$ cat src/rtl/fetch_stage.sv
// Instruction fetch stage: PC register, next-PC select with architectural delay slot.
// Optional fetch address exception checking is enabled by defining FETCH_ADDR_EXC_EN.
module fetch_stage #(
  parameter logic [31:0] PC_RESET = 32'h0000_3000,
  parameter logic [31:0] IM_LO    = 32'h0000_3000,
  parameter logic [31:0] IM_HI    = 32'h0000_6FFC
) (
  input  logic        CLK,
  input  logic        reset,
  input  logic        en,
  input  logic [1:0]  npc_sel,
  input  logic        br_taken,
  input  logic [31:0] IR_D,
  input  logic [31:0] PC4_D,
  input  logic [31:0] rs_D,
  output logic [31:0] im_addr,
  input  logic [31:0] im_rdata,
  output logic [31:0] PC_F,
  output logic [31:0] IR_F,
  output logic [31:0] PC4_F,
  output logic        exc_F,
  output logic [4:0]  exc_code_F
);

  localparam logic [1:0] NPC_SEQ = 2'b00;
  localparam logic [1:0] NPC_BR  = 2'b01;
  localparam logic [1:0] NPC_J   = 2'b10;
  localparam logic [1:0] NPC_JR  = 2'b11;
  localparam logic [4:0] EXC_ADEL = 5'd4;

  // Initialiser gives a defined PC from the very start of simulation.
  logic [31:0] pc_q = PC_RESET;
  logic [31:0] pc_d;
  logic [31:0] pc4;
  logic [31:0] br_target;
  logic [31:0] j_target;
  logic [31:0] npc;

  assign pc4       = pc_q + 32'd4;
  assign br_target = PC4_D + {{14{IR_D[15]}}, IR_D[15:0], 2'b00};
  assign j_target  = {PC4_D[31:28], IR_D[25:0], 2'b00};

  always_comb begin
    npc = pc4;
    case (npc_sel)
      NPC_SEQ: npc = pc4;
      NPC_BR:  npc = br_taken ? br_target : pc4;
      NPC_J:   npc = j_target;
      NPC_JR:  npc = rs_D;
      default: npc = pc4;
    endcase
  end

  // Reset outranks stall, stall outranks any redirect.
  always_comb begin
    pc_d = pc_q;
    if (reset)
      pc_d = PC_RESET;
    else if (en)
      pc_d = npc;
  end

  always_ff @(posedge CLK) begin
    pc_q <= pc_d;
  end

  assign PC_F    = pc_q;
  assign im_addr = pc_q;
  assign PC4_F   = pc4;

`ifdef FETCH_ADDR_EXC_EN
  logic unused_ir;
  assign unused_ir = ^IR_D[31:26];

  always_comb begin
    exc_F      = (pc_q[1:0] != 2'b00) || (pc_q < IM_LO) || (pc_q > IM_HI);
    exc_code_F = exc_F ? EXC_ADEL : 5'd0;
    IR_F       = exc_F ? 32'h0 : im_rdata;
  end
`else
  logic unused_cfg;
  assign unused_cfg = ^{IM_LO, IM_HI, IR_D[31:26], EXC_ADEL};

  assign exc_F      = 1'b0;
  assign exc_code_F = 5'd0;
  assign IR_F       = im_rdata;
`endif

endmodule

$ cat config.mk
export PLATFORM = sky130hd
export DESIGN_NAME = fetch_stage
export DESIGN_NICKNAME = d
export VERILOG_FILES = /design/src/rtl/fetch_stage.sv
export SDC_FILE = /design/constraint.sdc
export NUM_CORES = 1
export LEC_CHECK = 0
export BUFFER_PORTS_ARGS = -buffer_cell sky130_fd_sc_hd__buf_2
export CAP_MARGIN = 5
export CORE_MARGIN = 1.5
export CORE_UTILIZATION = 40
export CTS_BUF_LIST = sky130_fd_sc_hd__clkbuf_4 sky130_fd_sc_hd__clkbuf_8
export CTS_CLUSTER_DIAMETER = 120
export CTS_CLUSTER_SIZE = 25
export DETAILED_ROUTE_END_ITERATION = 10
export PLACE_DENSITY_LB_ADDON = 0.05
export SLEW_MARGIN = 30
export SYNTH_ARGS = -nofsm -noshare
export SYNTH_HDL_FRONTEND = slang
export SYNTH_SLANG_ARGS = --single-unit
export TNS_END_PERCENT = 30
$ cat constraint.sdc
create_clock -name CLK -period 2.6 [get_ports CLK]
set_input_delay 0.39 -clock CLK [delete_from_list [all_inputs] [get_ports CLK]]
set_output_delay 0.39 -clock CLK [all_outputs]
set_load 0.05 [all_outputs]
==> impl_metrics.tcl, run 1 <==
set metrics [dict create \
    status "completed" \
    hold_ws_ps 431 \
    crit_path_frequent_cell "buf_6" \
    ys_seq_area_share_pct 13.3 \
    min_period_ps 2540 \
    viasPerCell 5.57 \
    synth_top_cell_by_area "dfxtp_1" \
    fmax_mhz 394 \
    rr_worst_depth 10 \
    critPathCapture "PC4_F[25]" \
    ir_drop_mv 0.162 \
    hold_path.class "primary input to register" \
    rsz0062_at_grt "yes" \
    async_flop_share_pct 0 \
    die_area_um2 12700 \
    root_buffer "clkbuf_8" \
    startpoint_type "register" \
    setup_slack_ps 59.1 \
    grt_use_total_pct 25.2 \
    cts.sinks 32 \
    clkTransAtPathRegs_ps 80 \
    core_area_um2 11600 \
    place_inst 939 \
    cp-end-kind "primary output" \
    yosysMostFrequentCell "buf_4" \
    critical-path-max-stage-delay_ps 390 \
    fin_setup_tns_ps 0 \
    avgSynthCellArea_um2 7.41 \
    final_nets 977 \
    reg2reg_slack_ps 230 \
    syn2layout_area_growth_pct 30.0 \
    start_util_pct 41.7 \
    wirelength_um 16500 \
    largest_reg_flops 32 \
    yosysWarningCount 0 \
    h-tree-depth 2 \
    setup_violations 0 \
    numCtsBuffers 5 \
    crit_path_cell_trace "and4_4, nand4_1, buf_6, nor4_4, and3_4, xor2_4, buf_6" \
    nFillCells 1146 \
    finalHoldViolCount 0 \
    drive_gt1_share_pct 43.2 \
    portBuffers 191 \
    num_rows 39 \
    critPathArrivalTime_ps 2150 \
    die_w_um 113 \
    grt_first_pass_wirelength_um 25900 \
    drt-initial-drc-count 345 \
    synth_seq_cells 32 \
    critical_path_class "register to primary output" \
    clock_latency_ps 300 \
    synth_area_leaders "dfxtp_1 (13%), buf_4 (12%), ha_1 (7.8%), mux2i_1 (6.0%), xnor2_1 (4.9%)" \
    grt_pass1_vias 5019 \
    p_leak_nw 3.02 \
    crit_slowest_cell "dfxtp_4" \
    drt_first_pass_iters 5 \
    crit_required_ps 2210 \
    post-route-period-util_pct 97.7 \
    syn_area_um2 4820 \
    cp_max_fo 8 \
    hpwlAfterDp_um 13200 \
    worst_r2r_endpoint "PC_F[31]$_SDFFE_PP0P_" \
    post_synth_num_cell_types 73 \
    final_antenna_net_count 0 \
    max_slew.worst_pin.slew_ps 597 \
    cts_buffer_depth 2 \
    die_y_um 113 \
    synthCells 650 \
    yosys_most_used_dff "dfxtp_1" \
    fin_skew_ps 14.1 \
    max-slew-margin-rel_pct 60.2 \
    place.gp.congestion 0.894 \
    drcViolationCount 0 \
    n_antenna_cell 0 \
    vias 5324 \
    max_cap_violations 0 \
    reg2reg_from "PC_F[9]$_SDFFE_PP0P_" \
    final_cells 956 \
    power_density_nw_per_um2 404 \
    drv_slew 0 \
    post_drt_wl_per_cell_um 17.2 \
    startpoint "PC_F[9]$_SDFFE_PP0P_" \
    yosys.area.top_type_share_pct 13.3 \
    grt_overflow_total 0 \
    cts_tree "done" \
    yosys-top-cells-count "buf_4 (74), nor2_1 (51), nand2_1 (50)" \
    grt_start_max_net_pins 34 \
    antenna_found_initial 0 \
    synth_edf_count 0 \
    io_pins 268 \
    pre_cts_slack_ps -411 \
]
[per-stage QoR]
stage                     total power, W  utilization (%)  instance area (um2)
after detailed placement         0.00206             50.9                 5890
final                            0.00253             54.2                 6260
after floorplan                  0.00179                -                 5030
after global routing             0.00268             54.2                 6260
after global placement           0.00205             50.9                 5890
after CTS                        0.00251             53.0                 6130
[power breakdown]
part / switching (W) / leakage, nW / total [W] / internal (W)
Sequential: 0.0000660 / 0.275 / 0.000596 / 0.000530
Combinational: 0.000979 / 2.70 / 0.00150 / 0.000524
Clock: 0.000208 / 0.0522 / 0.000434 / 0.000227
Total: 0.00125 / 3.02 / 0.00253 / 0.00128
[critical path: cells and delay by family (launching register included)]
family	cells	cell delay [ps]
xor+xnor	1	180
simple gates	4	930
flops	1	390
buf+inv	2	360
[cells in the final DEF (no fill, tap or decap), types with 4 or more instances in the layout]
master / n
buf_2: 175
buf_4: 75
nand2_1: 50
nor2_1: 49
o21ai_0: 46
a21oi_1: 40
mux2i_1: 29
ha_1: 29
xnor2_1: 21
nand3_1: 17
xor2_1: 15
nor3_1: 15
dfxtp_2: 13
dfxtp_4: 11
nand4_1: 11
inv_1: 11
a221oi_1: 11
buf_6: 10
a22oi_1: 9
dfxtp_1: 8
a21o_1: 7
xor2_2: 6
xnor2_2: 6
o211ai_1: 6
a31oi_1: 6
o21a_1: 6
o22ai_1: 6
a211oi_1: 6
conb_1: 6
clkbuf_8: 6
a21oi_2: 5
o21bai_1: 5
nor2b_1: 4
and3_1: 4
a41oi_1: 4
nand2b_1: 4
nor4_1: 4
[layer usage]
layer | routed length, um | global-route usage [%] | up-vias
li1 | - | - | 2612
met1 | 7530 | 34.2 | 2514
met2 | 7760 | 43.5 | 173
met3 | 935 | 2.14 | 25
met4 | 236 | 5.65 | 0
met5 | 0 | 0 | -
[worst min-delay path by stage]
stage | startpoint | endpoint | slack [ps] | depth (start not counted)
after global routing | br_taken | PC_F[19]$_SDFFE_PP0P_ | 450 | 2
after global placement | PC_F[1]$_SDFFE_PP0P_ | PC_F[1]$_SDFFE_PP0P_ | 460 | 2
final | br_taken | PC_F[19]$_SDFFE_PP0P_ | 430 | 2
after detailed placement | PC_F[1]$_SDFFE_PP0P_ | PC_F[1]$_SDFFE_PP0P_ | 480 | 2
after floorplan | br_taken | PC_F[19]$_SDFFE_PP0P_ | 540 | 1
after CTS | br_taken | PC_F[19]$_SDFFE_PP0P_ | 430 | 2
[final cells by class]
type	count	area (um2)	share of cell area [%]
clock buffer	7	90.1	1.44
clock inverter	1	6.26	0.0999
inverter	11	41.3	0.659
multi-input combinational	500	3680	58.8
sequential	32	698	11.1
tap	143	179	2.86
timing repair buffer	262	1570	25.0
[what timing repair did]
action,CTS,global route
cloned,0,0
pin swaps,5,9
gates resized for setup,28,32
buffers inserted,5,4
hold buffers,0,0
endpoints found under the setup margin,20,29
[cells by family after synthesis]
family	Yosys count	synth area share, %
buffers and inverters	123	16.3
other	1	0.0778
muxes	29	6.02
AOI/OAI and AO/OA	187	26.0
and+or+nand+nor	196	20.5
xor gates and xnor gates	51	9.58
DFF	32	13.3
adders and majority gates	31	8.20
(Power assumes the default switching activity.)
==> run 2: changes to the inputs <==
RECOVER_POWER = 50   (was not set)
==> run 2 against run 1 <==
Compared with the run above: routed wire length rose by 0.22%; final cell count is the same; sequential cell count unchanged; first-iteration DRC count grew 13%; clock skew is 1.4 ps lower; largest cell class unchanged.
==> impl_metrics.tcl, run 2 (synthesis gave the netlist of run 1 again) <==
set metrics [dict create \
    top_usage_layer "met2" \
    core_area_um2 11600 \
    p_leak_nw 2.88 \
    crit_slowest_cell "dfxtp_4" \
    power_density_nw_per_um2 406 \
    root_buffer "clkbuf_8" \
    post_drt_wl_per_cell_um 17.3 \
    grt_use_total_pct 25.2 \
    final_nets 977 \
    max_slew.worst_pin.slew_ps 602 \
    p_clk_share_pct 17.2 \
    io_pins 268 \
    ir_drop_mv 0.163 \
    n_antenna_cell 0 \
    p_sw_w 0.00125 \
    critical_path_class "register to primary output" \
    final_antenna_net_count 0 \
    met1_usage_pct 34.2 \
    syn2layout_area_growth_pct 28.9 \
    crit_required_ps 2210 \
    critical-path-max-stage-delay_ps 380 \
    max-slew-margin-rel_pct 59.9 \
    vias 5330 \
    fin_skew_ps 12.7 \
    seq_area_um2 698 \
    viasPerCell 5.58 \
    intPower_w 0.00127 \
    crit_path_cell_trace "and4_4, nand4_1, buf_6, nor4_4, and3_4, xor2_4, buf_6" \
    min_period_ps 2540 \
    numCtsBuffers 5 \
    antenna_found_initial 0 \
    cts_buffer_depth 2 \
    cts_tree "done" \
    grt_overflow_total 0 \
    startpoint_type "register" \
    drcViolationCount 0 \
    fmax_mhz 394 \
    finalHoldViolCount 0 \
    min_to "PC_F[19]$_SDFFE_PP0P_" \
    reg2reg_slack_ps 220 \
    rr_worst_depth 9 \
    met3_usage_pct 2.14 \
    hold_path.class "primary input to register" \
    max_cap_violations 0 \
    grt_start_max_net_pins 34 \
    cp-end-kind "primary output" \
    final_cell_mix "buf_2 (134), buf_4 (75), nand2_1 (50)" \
    critPathArrivalTime_ps 2150 \
    post-route-period-util_pct 97.7 \
    setup_violations 0 \
    crit_path_frequent_cell "buf_6" \
    combPwrFrac_pct 59.1 \
    worst_r2r_endpoint "PC_F[31]$_SDFFE_PP0P_" \
    hpwlAfterDp_um 13200 \
    place_inst 939 \
    die_w_um 113 \
    power_frac_seq_pct 23.7 \
    start_util_pct 41.7 \
    rsz0062_at_grt "yes" \
    postCtsHoldBufs 0 \
    num_rows 39 \
    drt_first_pass_iters 4 \
    reg2reg_from "PC_F[3]$_SDFFE_PP0P_" \
    h-tree-depth 2 \
    drive_gt1_share_pct 38.1 \
    clkTransAtPathRegs_ps 80 \
    largest_reg_flops 32 \
    clock_latency_ps 290 \
    hold_depth 2 \
    nFillCells 1171 \
    grt_first_pass_wirelength_um 25900 \
    final_cells 956 \
    die_area_um2 12700 \
    p_total_w 0.00252 \
    cts.sinks 32 \
    hold_start "br_taken" \
    place.gp.congestion 0.894 \
    netSwitchingFraction_pct 49.7 \
    grt_pass1_vias 5019 \
    drv_slew 0 \
    final_common_cell "buf_2" \
    hold_ws_ps 432 \
    drt-initial-drc-count 389 \
    multi_input_area_um2 3680 \
    wirelength_um 16500 \
    grt_util_met2_pct 43.5 \
    die_y_um 113 \
    cp_max_fo 7 \
    fin_setup_tns_ps 0 \
    portBuffers 191 \
    status "completed" \
]
==> run 2: what timing repair did <==
action | CTS | global route
resized for setup | 28 | 32
pin swaps | 5 | 9
setup endpoints to repair | 20 | 29
buffers inserted | 5 | 4
==> run 2: layout make-up <==
type	count	share of cell area, %
clock buffer	7	1.45
multi-input combinational	500	59.3
sequential	32	11.2
tap	143	2.88
timing repair buffer	262	24.4
clock inverter	1	0.101
inverter	11	0.665
==> run 2: worst max path at each step <==
stage | from | to | slack, ps
global placement | IR_D[0] | PC_F[20]$_SDFFE_PP0P_ | -340
global route | IR_D[4] | PC_F[31]$_SDFFE_PP0P_ | -80
finish | PC_F[10]$_SDFFE_PP0P_ | PC4_F[25] | 60
CTS | PC_F[12]$_SDFFE_PP1P_ | PC4_F[29] | 2
detailed placement | IR_D[0] | PC_F[20]$_SDFFE_PP0P_ | -410
floorplan | IR_D[0] | PC_F[20]$_SDFFE_PP0P_ | -20
==> run 2: metal layers <==
| metal | part of all wire (%) | wire [um] |
|---|---|---|
| met5 | 0 | 0 |
| met1 | 45 | 7480 |
| met3 | 6.4 | 1050 |
| met2 | 47 | 7710 |
| met4 | 1.5 | 248 |
==> run 2: power groups by stage <==
stage | clock network [W] | registers (W) | logic (W)
finish | 0.000434 | 0.000598 | 0.00149
global route | 0.000460 | 0.000605 | 0.00160
CTS | 0.000436 | 0.000594 | 0.00148
detailed placement | 0 | 0.000606 | 0.00145
global placement | 0 | 0.000604 | 0.00145
floorplan | 0 | 0.000732 | 0.00106
==> run 2: through the flow <==
| stage | instance area (um2) | util, % | setup slack (ps) |
|---|---|---|---|
| finish | 6210 | 53.7 | 59.5 |
| global route | 6210 | 53.7 | -83.8 |
| CTS | 6130 | 53.0 | 1.72 |
| detailed placement | 5890 | 50.9 | -411 |
| global placement | 5890 | 50.9 | -343 |
| floorplan | 5030 | - | -20.5 |
==> run 2: worst max-delay path, delay by kind of cell, from the launching register on <==
| kind | cells | cell delay, ps |
|---|---|---|
| buf+inv | 2 | 360 |
| simple gates | 4 | 940 |
| flops | 1 | 380 |
| xor+xnor | 1 | 180 |
